<file path="src/rtl/s3_csee.sv">
// Chien search and Forney error evaluator for a t=2 Reed-Solomon decoder over GF(2^8) (poly 0x11D).
// Scans positions N-1 down to 0, one per cycle, and emits the error magnitude at each position.
module s3_csee #(
    parameter int N = 255
) (
    input  logic       clk,
    input  logic       rstn,
    input  logic       csee_ena,
    input  logic [7:0] rs_lambda0,
    input  logic [7:0] rs_lambda1,
    input  logic [7:0] rs_lambda2,
    input  logic [7:0] rs_omega0,
    input  logic [7:0] rs_omega1,
    output logic       out_vld,
    output logic       out_sop,
    output logic       out_eop,
    output logic [7:0] out_pos,
    output logic [7:0] out_err,
    output logic       csee_done,
    output logic       csee_fail,
    output logic [1:0] err_cnt
);

    // state | meaning
    // IDLE  | waiting for csee_ena; coefficients captured on the start edge
    // LOAD  | compute inv(lambda1) and the alpha^-(N-1) start terms
    // SCAN  | evaluate one position per cycle, i = N-1 .. 0
    // DONE  | publish err_cnt / csee_fail with the csee_done pulse
    typedef enum logic [3:0] {
        IDLE = 4'b0001,
        LOAD = 4'b0010,
        SCAN = 4'b0100,
        DONE = 4'b1000
    } state_t;

    function automatic logic [7:0] gf2m8_multi(input logic [7:0] a, input logic [7:0] b);
        logic [7:0] p;
        logic [7:0] x;
        p = 8'h00;
        x = a;
        for (int k = 0; k < 8; k++) begin
            if (b[k]) p = p ^ x;
            x = {x[6:0], 1'b0} ^ (x[7] ? 8'h1D : 8'h00);
        end
        return p;
    endfunction

    // a^254 by square-and-multiply; 0 maps to 0 naturally
    function automatic logic [7:0] gf2m8_inverse(input logic [7:0] a);
        logic [7:0] r;
        logic [7:0] p;
        r = 8'h01;
        p = a;
        for (int k = 1; k < 8; k++) begin
            p = gf2m8_multi(p, p);
            r = gf2m8_multi(r, p);
        end
        return r;
    endfunction

    function automatic logic [7:0] gf_pow(input int e);
        logic [7:0] r;
        r = 8'h01;
        for (int k = 0; k < e; k++) r = gf2m8_multi(r, 8'h02);
        return r;
    endfunction

    localparam logic [7:0] A_NEG1_START = gf_pow((256 - N) % 255);
    localparam logic [7:0] A_NEG2_START = gf_pow((2 * (256 - N)) % 255);
    localparam logic [7:0] A_POS_START  = gf_pow(N - 1);
    localparam logic [7:0] POS_FIRST    = 8'(N - 1);
    localparam logic [7:0] ALPHA_INV    = 8'h8E;

    state_t     state_q, state_d;
    logic [7:0] lam0, lam1, lam2, om0, om1;
    logic [7:0] inv_l1, t1, t2, o1, ai, cnt;
    logic [1:0] root_cnt, deg;
    logic [7:0] lam_eval, err_val;
    logic       is_root;

    always_ff @(posedge clk or negedge rstn) begin
        if (!rstn) state_q <= IDLE;
        else       state_q <= state_d;
    end

    always_comb begin
        state_d  = state_q;
        lam_eval = lam0 ^ t1 ^ t2;
        is_root  = (lam_eval == 8'h00);
        err_val  = 8'h00;
        deg      = (lam2 != 8'h00) ? 2'd2 : ((lam1 != 8'h00) ? 2'd1 : 2'd0);
        if (is_root) err_val = gf2m8_multi(gf2m8_multi(ai, om0 ^ o1), inv_l1);
        case (state_q)
            IDLE:    if (csee_ena) state_d = LOAD;
            LOAD:    state_d = SCAN;
            SCAN:    if (cnt == 8'd0) state_d = DONE;
            DONE:    state_d = IDLE;
            default: state_d = IDLE;
        endcase
    end

    always_ff @(posedge clk or negedge rstn) begin
        if (!rstn) begin
            lam0 <= '0; lam1 <= '0; lam2 <= '0; om0 <= '0; om1 <= '0;
            inv_l1 <= '0; t1 <= '0; t2 <= '0; o1 <= '0; ai <= '0;
            cnt <= '0; root_cnt <= '0;
        end else begin
            case (state_q)
                IDLE: if (csee_ena) begin
                    lam0 <= rs_lambda0; lam1 <= rs_lambda1; lam2 <= rs_lambda2;
                    om0  <= rs_omega0;  om1  <= rs_omega1;
                    root_cnt <= 2'd0;
                end
                LOAD: begin
                    inv_l1 <= gf2m8_inverse(lam1);
                    t1     <= gf2m8_multi(lam1, A_NEG1_START);
                    t2     <= gf2m8_multi(lam2, A_NEG2_START);
                    o1     <= gf2m8_multi(om1, A_NEG1_START);
                    ai     <= A_POS_START;
                    cnt    <= POS_FIRST;
                end
                SCAN: begin
                    // i decreases, so alpha^-i terms grow by alpha and alpha^i shrinks by alpha^-1
                    t1  <= gf2m8_multi(t1, 8'h02);
                    t2  <= gf2m8_multi(t2, 8'h04);
                    o1  <= gf2m8_multi(o1, 8'h02);
                    ai  <= gf2m8_multi(ai, ALPHA_INV);
                    cnt <= cnt - 8'd1;
                    if (is_root && root_cnt != 2'd3) root_cnt <= root_cnt + 2'd1;
                end
                default: ;
            endcase
        end
    end

    always_ff @(posedge clk or negedge rstn) begin
        if (!rstn) begin
            out_vld <= 1'b0; out_sop <= 1'b0; out_eop <= 1'b0;
            out_pos <= '0; out_err <= '0;
            csee_done <= 1'b0; csee_fail <= 1'b0; err_cnt <= '0;
        end else begin
            out_vld   <= 1'b0;
            out_sop   <= 1'b0;
            out_eop   <= 1'b0;
            out_pos   <= '0;
            out_err   <= '0;
            csee_done <= 1'b0;
            if (state_q == SCAN) begin
                out_vld <= 1'b1;
                out_sop <= (cnt == POS_FIRST);
                out_eop <= (cnt == 8'd0);
                out_pos <= cnt;
                out_err <= err_val;
            end
            if (state_q == DONE) begin
                csee_done <= 1'b1;
                err_cnt   <= root_cnt;
                csee_fail <= (root_cnt != deg) || (lam0 == 8'h00);
            end
        end
    end

endmodule

</file>
<file path="config.mk">
export PLATFORM = sky130hd
export DESIGN_NAME = s3_csee
export DESIGN_NICKNAME = d
export VERILOG_FILES = /design/src/rtl/s3_csee.sv
export SDC_FILE = /design/constraint.sdc
export NUM_CORES = 1
export LEC_CHECK = 0
export CAP_MARGIN = 20
export CORE_ASPECT_RATIO = 1.5
export CORE_UTILIZATION = 54
export CTS_BUF_LIST = sky130_fd_sc_hd__clkbuf_16
export CTS_CLUSTER_SIZE = 12
export DETAILED_ROUTE_END_ITERATION = 10
export PLACE_DENSITY = 0.82
export SYNTH_ARGS = -nofsm -noshare
export SYNTH_HDL_FRONTEND = slang
export SYNTH_SLANG_ARGS = --single-unit
</file>
<file path="constraint.sdc">
create_clock -name clk -period 37.2 [get_ports clk]
set_input_delay 9.3 -clock clk [delete_from_list [all_inputs] [get_ports clk]]
set_output_delay 9.3 -clock clk [all_outputs]
set_load 0.05 [all_outputs]
</file>
==> results of run 1 <==
-- worst max path at each step --
stage / end / cells past startpoint
finish: inv_l1[4] / 51
global placement: inv_l1[4] / 51
floorplan: inv_l1[4] / 57
global route: inv_l1[4] / 52
CTS: inv_l1[4] / 51
detailed placement: inv_l1[4] / 51
-- final cells by class --
| class | instances | area (sq um) | share of cell area, % |
|---|---|---|---|
| sequential | 117 | 2930 | 13.3 |
| timing repair buffer | 110 | 986 | 4.47 |
| multi-input combinational | 2206 | 16800 | 76.2 |
| clock buffer | 17 | 425 | 1.93 |
| tap | 489 | 612 | 2.77 |
| clock inverter | 14 | 185 | 0.839 |
| inverter | 32 | 120 | 0.544 |
-- stage by stage --
stage / hold WS [ns] / setup WS, ns / std cells / instance area [sq um] / util, %
2_1_floorplan: 0.458 / 23.41 / 2525 / 20600 / -
3_3_place_gp: 0.485 / 20.69 / 2954 / 21500 / 57.1
3_5_place_dp: 0.499 / 20.27 / 2954 / 21500 / 57.1
4_1_cts: 0.530 / 20.23 / 2985 / 22100 / 58.7
5_1_grt: 0.543 / 19.04 / 2985 / 22100 / 58.7
6_report: 0.521 / 19.97 / 2985 / 22100 / 58.7
-- flip-flops by register name (all words and copies together) (netlist names), 2 cells and up --
signal / cells
t1: 8
root_cnt: 2
state_q: 4
om0: 8
out_err: 8
t2: 8
o1: 8
err_cnt: 2
lam2: 8
inv_l1: 8
lam1: 8
om1: 8
lam0: 8
ai: 8
cnt: 8
out_pos: 8
-- layer usage --
| metal | global-route usage [%] | part of all wire [%] |
|---|---|---|
| met1 | 30.9 | 37 |
| met4 | 18.0 | 5.8 |
| met2 | 52.7 | 52 |
| met3 | 2.47 | 5.5 |
| met5 | 0 | 0 |
-- cells in the final DEF, fill, tap and decap left out, types with 12 or more instances in the layout --
cell             instances
ha_1                    16
nor2_1                 316
a211oi_1                15
o211ai_1                14
inv_1                   25
and2_1                  21
xor2_2                  12
and3_1                  12
xnor2_4                 14
clkbuf_16               17
a21oi_1                 92
xnor2_2                 32
o221ai_1                12
nor4_1                  16
nor3_1                  60
o21ai_1                 13
mux2i_1                 48
o21ai_0                 90
nand2b_1                16
nor2b_1                 20
nand2_1                320
dfrtp_1                116
a22oi_1                 26
clkdlybuf4s50_1         64
nand3_1                 47
mux2_2                  46
a31oi_1                 12
buf_4                   46
xnor2_1                488
xnor3_1                 77
o22ai_1                 26
xor2_1                 142
-- cell families after synthesis --
family / count (synthesis) / synth area share, %
AO/OA/AOI/OAI: 412 / 13.5
XOR/XNOR: 784 / 42.7
adder cells (fa/ha/maj): 16 / 0.974
buffers and inverters: 202 / 4.25
flip-flops: 117 / 14.3
multiplexers: 97 / 5.08
AND/OR/NAND/NOR: 897 / 19.3
-- critical path, delay by kind of cell (launching register included) --
kind | cells | cell delay, ns
AO/OA/AOI/OAI | 7 | 1.77
XOR/XNOR | 26 | 9.09
adder cells (fa/ha/maj) | 4 | 1.91
buffers and inverters | 7 | 1.84
flip-flops | 1 | 0.87
multiplexers | 1 | 0.30
AND/OR/NAND/NOR | 6 | 1.27
==> out/summary.txt, run 1 <==
Worst path slowest cell = dfrtp_1
Syn. warnings = 0
share of the synthesized area in the top cell type = 21.0%
PortBufs = 65
Cells after Synth = 2,525
GRT overflow = 0
Min-Delay Path Class = reg2reg
Vias/cell = 6.11
GP Congestion = 0.979
fin crit period = 17.23 ns
CTS resizes = 0
Critical Path AT = 17.51 ns
post-synthesis sequential area ratio = 14.3%
DIE HEIGHT = 241 um
Final Hold Vio Count = 0
GRT Overall Usage = 28.4%
hold wc startpoint = err_cnt[1]
Synth Register Bits = 117
Crit path top cell by count = xnor2_1
first-pass GRT wire length = 90,500 um
Worst Path Required = 37.48 ns
path depth of the worst reg2reg path = 51
final setup TNS = 0 ns
Clock Skews = 0.00870 ns
setup repair bufs after CTS = 0
Post-synth ARST share = 100%
Site Rows = 87
largest net degree at the start of global routing = 72
IO Pins = 66
DRC = 0
WL/cell = 18.5 um
worst r2r dst = inv_l1[4]
antenna violations before repair = 0
Max Cap Viol = 0
Layout area overhead = 7.33%
Synth cell types = 105
drt first pass iters = 6
Starting Density = 54.7%
Fillers = 3,218
commonest cells in the netlist = xnor2_1 (493), nand2_1 (320), nor2_1 (316)
status = complete, no violations
Skew-Pair Late Insertion Delay = 0.42 ns
hold_buf cts = 0
synthesized cell area = 20,600 sq um
Vias = 18,249
count of pins over their slew limit = 0
Post-Syn Nets = 2,584
width of the chip = 161 um
n_diodes = 0
Worst Hold End = err_cnt[1]
most common cell in the synthesized netlist = xnor2_1
measured slew at the worst slew-check pin = 1.05 ns
clock-pin slew on the worst setup and hold paths = 0.06 ns
RSZ-0062 raised after global routing = false
CTS H-Tree Depth = 4
cell taking the most area after synthesis = xnor2_1
Syn Area/Cell = 8.14 sq um
core area = 37,600 sq um
Area contributors post-synth = xnor2_1 (21%), dfrtp_1 (14%), xnor3_1 (8.4%), xor2_1 (6.1%), nand2_1 (5.8%)
Reg-to-Reg Start = lam1[7]
Post-synth EDFFs = 0
vias in the first global route = 18,083
Die ar. = 38,900 sq um
period utilization = 46.3%
post-DP HPWL = 40,400 um
CTS tree = built
R2R Setup Slk = 19.97 ns
layout cells sized above 1 = 9.13%
Slew HR = 29.2%
clock tree buffer depth = 2
Max FO, Critical Path = 27
cell count of the worst hold path = 1
CTS Buf Count = 17
Critical path origin = lam1[7]
1st-iter DRT viols = 1,601
Root Driver = clkbuf_16
Setup CP Type = reg2reg
Layout Nets = 2,543
Final ANT Viol Nets = 0
slowest cell delay on critical path = 0.87 ns
endpoint class of the critical path = flip-flop
final setup fails = 0
Sinks on Clock Net = 117
Synth Flop Type = dfrtp_1
FMAX = 58.0 MHz
final WL = 55,200 um
Startpoint Class = flip-flop
Power of run 1 is left out: the tool's default activity adds up to more than one toggle a clock period on the data nets, which glitch-free logic cannot reach.
==> inputs of run 2 (changes only) <==
--- a/config.mk
+++ b/config.mk
@@ -11,7 +11,7 @@
 export CTS_BUF_LIST = sky130_fd_sc_hd__clkbuf_16
 export CTS_CLUSTER_SIZE = 12
 export DETAILED_ROUTE_END_ITERATION = 10
-export PLACE_DENSITY = 0.82
+export PLACE_DENSITY = 0.84
 export SYNTH_ARGS = -nofsm -noshare
 export SYNTH_HDL_FRONTEND = slang
 export SYNTH_SLANG_ARGS = --single-unit
==> constraint.sdc (replaced) <==
create_clock -name clk -period 14.9 [get_ports clk]
set_input_delay 3.725 -clock clk [delete_from_list [all_inputs] [get_ports clk]]
set_output_delay 3.725 -clock clk [all_outputs]
set_load 0.05 [all_outputs]
==> out/summary.txt, run 2 (synthesis gave the netlist of run 1 again) <==
Setup CP Type = reg2reg
hold wc startpoint = om1[0]
Slew HR = 30.0% (+0.80 points)
Worst path slowest cell = xor3_2
status = complete, no violations
core area = 37,600 sq um (unchanged)
PortBufs = 65 (unchanged)
largest net degree at the start of global routing = 79 (+9.7%)
clock tree buffer depth = 2 (unchanged)
CTS H-Tree Depth = 4 (unchanged)
Layout area overhead = 10.6%
final setup TNS = 0 ns (unchanged)
Die ar. = 38,900 sq um (unchanged)
clock-pin slew on the worst setup and hold paths = 0.06 ns (about the same)
IO Pins = 66 (unchanged)
Min-Delay Path Class = reg2reg
cell count of the worst hold path = 2 (+1)
count of pins over their slew limit = 0 (unchanged)
FMAX = 70.2 MHz (+21%)
Site Rows = 87 (unchanged)
worst r2r dst = inv_l1[4]
CTS Buf Count = 17 (unchanged)
DRC = 0 (unchanged)
Skew-Pair Late Insertion Delay = 0.43 ns (about the same)
most frequent cells in the layout = xnor2_1 (479), nand2_1 (320), nor2_1 (315)
post-DP HPWL = 42,200 um (+4.4%)
commonest non-fill, non-tap cell in the layout = xnor2_1
Vias = 18,502 (+1.4%)
Worst Hold End = o1[1]
drt first pass iters = 6 (unchanged)
final WL = 58,500 um (+6.0%)
Critical Path AT = 14.54 ns (-2.97 ns)
endpoint class of the critical path = flip-flop
first-pass GRT wire length = 93,600 um (+3.3%)
CTS tree = built
Sinks on Clock Net = 117 (unchanged)
Vias/cell = 6.08 (-0.55%)
Worst Path Required = 15.19 ns (-22.29 ns)
GRT Overall Usage = 29.7% (+1.3 points)
WL/cell = 19.2 um (+3.9%)
Critical path buffers and inverters = 4 (-3)
DIE HEIGHT = 241 um (unchanged)
R2R Setup Slk = 0.65 ns (-19.32 ns)
Root Driver = clkbuf_16
Starting Density = 54.7% (unchanged)
Reg-to-Reg Start = lam1[2]
Clock Skews = 0.0101 ns (+0.00141 ns)
antenna violations before repair = 0 (unchanged)
n_diodes = 0 (unchanged)
fin crit period = 14.25 ns (-2.98 ns)
critical path's top delay family = XOR/XNOR gates
1st-iter DRT viols = 1,691 (+5.6%)
width of the chip = 161 um (unchanged)
final setup fails = 0 (unchanged)
Final Hold Vio Count = 0 (unchanged)
measured slew at the worst slew-check pin = 1.05 ns (-0.00439 ns)
Final ANT Viol Nets = 0 (unchanged)
path depth of the worst reg2reg path = 47 (-7.8%)
Max Cap Viol = 0 (unchanged)
Crit path top cell by count = xnor2_4
GP Congestion = 0.960 (-1.9%)
vias in the first global route = 18,314 (+1.3%)
period utilization = 95.6% (+49 points)
GRT overflow = 0 (unchanged)
slowest cell delay on critical path = 0.65 ns (-0.22 ns)
layout cells sized above 1 = 12.4% (+3.3 points)
Layout Nets = 2,600 (+2.2%)
Startpoint Class = flip-flop
Max FO, Critical Path = 12 (-56%)
run 2: area by class of cell:
cell class	count	area, sq um
clock buffers	17	425
clock inverters	15	154
fillers	3165	14800
inverters	32	124
multi-input cells	2206	17000
flip-flops and latches	117	2930
well taps	489	612
repair buffers	167	1460
run 2: metal layers:
layer  track usage (%)  wire [um]  vias to the layer above
li1                  -          -                     8599
met1              32.4      21300                     8847
met2              55.5      30600                      797
met3              3.08       3180                      259
met4              17.2       3380                        0
met5                 0          0                        -
run 2: worst min-delay path, stage by stage, from the launching register on:
cell and delay, ns:
dfrtp_1 0.35, a22oi_1 0.08, nand2_1 0.06
run 2: how the worst max path moves through the flow:
stage	slack [ns]	endpoint	from	cells after the start
3_3_place_gp	0.01	inv_l1[4]	lam1[2]	47
6_report	0.65	inv_l1[4]	lam1[2]	47
5_1_grt	-0.08	inv_l1[4]	lam1[2]	49
3_5_place_dp	-0.20	inv_l1[4]	lam1[2]	49
2_1_floorplan	1.11	inv_l1[4]	lam1[7]	57
4_1_cts	0.003	inv_l1[4]	lam1[2]	50
run 2: through the flow:
stage	area (sq um)	setup WS (ns)	hold WS, ns	std cells	util, %
after floorplan	20600	1.11	0.458	2525	-
after global placement	21700	0.0133	0.484	2990	57.8
after detailed placement	21700	-0.198	0.492	2990	57.8
after CTS	22300	0.00306	0.514	3022	59.4
after global routing	22700	-0.0784	0.532	3043	60.5
final	22700	0.652	0.514	3043	60.5
run 2: what timing repair did:
action	CTS	global route
hold buffers	0	0
setup buffers	0	19
gates resized for setup	4	32
pin swaps	0	9
endpoints found under the setup margin	5	8
Power of run 2 is left out for the same reason.
==> inputs of run 3 (changes only) <==
--- a/config.mk
+++ b/config.mk
@@ -11,7 +11,8 @@
 export CTS_BUF_LIST = sky130_fd_sc_hd__clkbuf_16
 export CTS_CLUSTER_SIZE = 12
 export DETAILED_ROUTE_END_ITERATION = 10
-export PLACE_DENSITY = 0.84
+export HOLD_SLACK_MARGIN = 0.06
+export PLACE_DENSITY = 0.74
 export SYNTH_ARGS = -nofsm -noshare
 export SYNTH_HDL_FRONTEND = slang
 export SYNTH_SLANG_ARGS = --single-unit
==> out/summary.txt, run 3 (synthesis gave the netlist of run 1 again) <==
status = complete, no violations
Reg-to-Reg Start = lam1[7]
Critical Path AT = 14.55 ns (about the same)
Sinks on Clock Net = 117 (unchanged)
met3 Use GR = 4.16% (+1.1 points)
GRT Overall Usage = 29.7% (about the same)
GR Util met1 = 31.5% (-0.97 points)
worst r2r dst = inv_l1[4]
Slew HR = 22.0% (-8.0 points)
first-pass GRT wire length = 92,400 um (-1.2%)
WL/cell = 19.2 um (-0.17%)
core area = 37,600 sq um (unchanged)
Final ANT Viol Nets = 0 (unchanged)
layout cells sized above 1 = 12.1% (-0.30 points)
Vias = 18,182 (-1.7%)
Critical path buffers and inverters = 8 (+4)
measured slew at the worst slew-check pin = 1.16 ns (+0.111 ns)
post-layout util = 60.1% (-0.41 points)
Min-Delay Path Class = reg2reg
Site Rows = 87 (unchanged)
Most Used Layer, Global Route = met2
CTS Buf Count = 17 (unchanged)
Starting Density = 54.7% (unchanged)
RSZ-0062 raised after global routing = false
Worst Path Required = 15.19 ns (about the same)
CTS tree = built
slowest cell delay on critical path = 0.61 ns (-0.04 ns)
Root Driver = clkbuf_16
Skew-Pair Late Insertion Delay = 0.42 ns (about the same)
period utilization = 95.7% (about the same)
endpoint class of the critical path = flip-flop
DIE HEIGHT = 241 um (unchanged)
Setup CP Type = reg2reg
Clock Skews = 0.00710 ns (-0.00300 ns)
FMAX = 70.1 MHz (about the same)
fin crit period = 14.26 ns (+0.0130 ns)
GRT overflow = 0 (unchanged)
drt first pass iters = 5 (-1)
most frequent cells in the layout = xnor2_1 (484), nand2_1 (320), nor2_1 (315)
R2R Setup Slk = 0.64 ns (about the same)
Layout Nets = 2,606 (+0.23%)
final setup fails = 0 (unchanged)
hold wc startpoint = err_cnt[1]
Final Hold Vio Count = 0 (unchanged)
DRC = 0 (unchanged)
cell count of the worst hold path = 1 (-1)
antenna violations before repair = 10 (+10)
vias in the first global route = 17,956 (-2.0%)
post-DP HPWL = 44,600 um (+5.6%)
Worst Hold End = err_cnt[1]
clock tree buffer depth = 2 (unchanged)
Fillers = 3,301 (+4.3%)
critical path's top delay family = XOR/XNOR gates
clock-pin slew on the worst setup and hold paths = 0.06 ns (about the same)
IO Pins = 66 (unchanged)
largest net degree at the start of global routing = 64 (-19%)
count of pins over their slew limit = 0 (unchanged)
final setup TNS = 0 ns (unchanged)
GP Congestion = 0.984 (+2.4%)
CTS H-Tree Depth = 4 (unchanged)
Startpoint Class = flip-flop
commonest non-fill, non-tap cell in the layout = xnor2_1
final WL = 58,500 um (+0.12%)
1st-iter DRT viols = 1,599 (-5.4%)
Die ar. = 38,900 sq um (unchanged)
Max Cap Viol = 0 (unchanged)
PortBufs = 65 (unchanged)
Layout area overhead = 9.82%
met2 Usage GRT = 56.2% (+0.77 points)
width of the chip = 161 um (unchanged)
path depth of the worst reg2reg path = 52 (+11%)
Vias/cell = 5.96 (-2.0%)
Max FO, Critical Path = 12 (unchanged)
Worst path slowest cell = xor3_2
## run 3: per-stage QoR
stage	hold WS [ns]	std cells	instance area [sq um]	setup slack, ns
global placement	0.491	3012	21900	0.371
CTS	0.510	3044	22400	0.0304
detailed placement	0.497	3012	21900	0.182
floorplan	0.458	2525	20600	1.11
finish	0.512	3052	22600	0.639
global route	0.533	3050	22600	0.0274
## run 3: what timing repair did
| item | CTS | global route |
|---|---|---|
| resized for setup | 0 | 20 |
| endpoints found under the setup margin | 0 | 8 |
| buffers inserted | 0 | 3 |
| hold buffers | 0 | 0 |
## run 3: worst max-delay path by stage
stage | start | end | slack, ns | cells past startpoint
after floorplan | lam1[7] | inv_l1[4] | 1.11 | 57
after detailed placement | lam1[2] | inv_l1[4] | 0.18 | 48
after CTS | lam1[2] | inv_l1[4] | 0.03 | 48
final | lam1[7] | inv_l1[4] | 0.64 | 52
after global routing | lam1[2] | inv_l1[4] | 0.03 | 52
after global placement | lam1[2] | inv_l1[4] | 0.37 | 49
## run 3: final cells by class
type,count,area [sq um],share of cell area (%)
clock inverters,15,106,0.471
clock buffers,17,425,1.88
multi-input cells,2206,16900,74.9
flip-flops and latches,117,2930,13.0
diodes,3,7.51,0.0333
repair buffers,173,1470,6.51
well taps,489,612,2.71
inverters,32,120,0.532
## run 3: routing by layer
| metal | vias up | part of all wire (%) |
|---|---|---|
| met5 | - | 0.13 |
| met4 | 12 | 5.1 |
| met3 | 206 | 5.0 |
| met2 | 657 | 52 |
| met1 | 8689 | 37 |
| li1 | 8618 | - |
Power of run 3 is left out for the same reason.
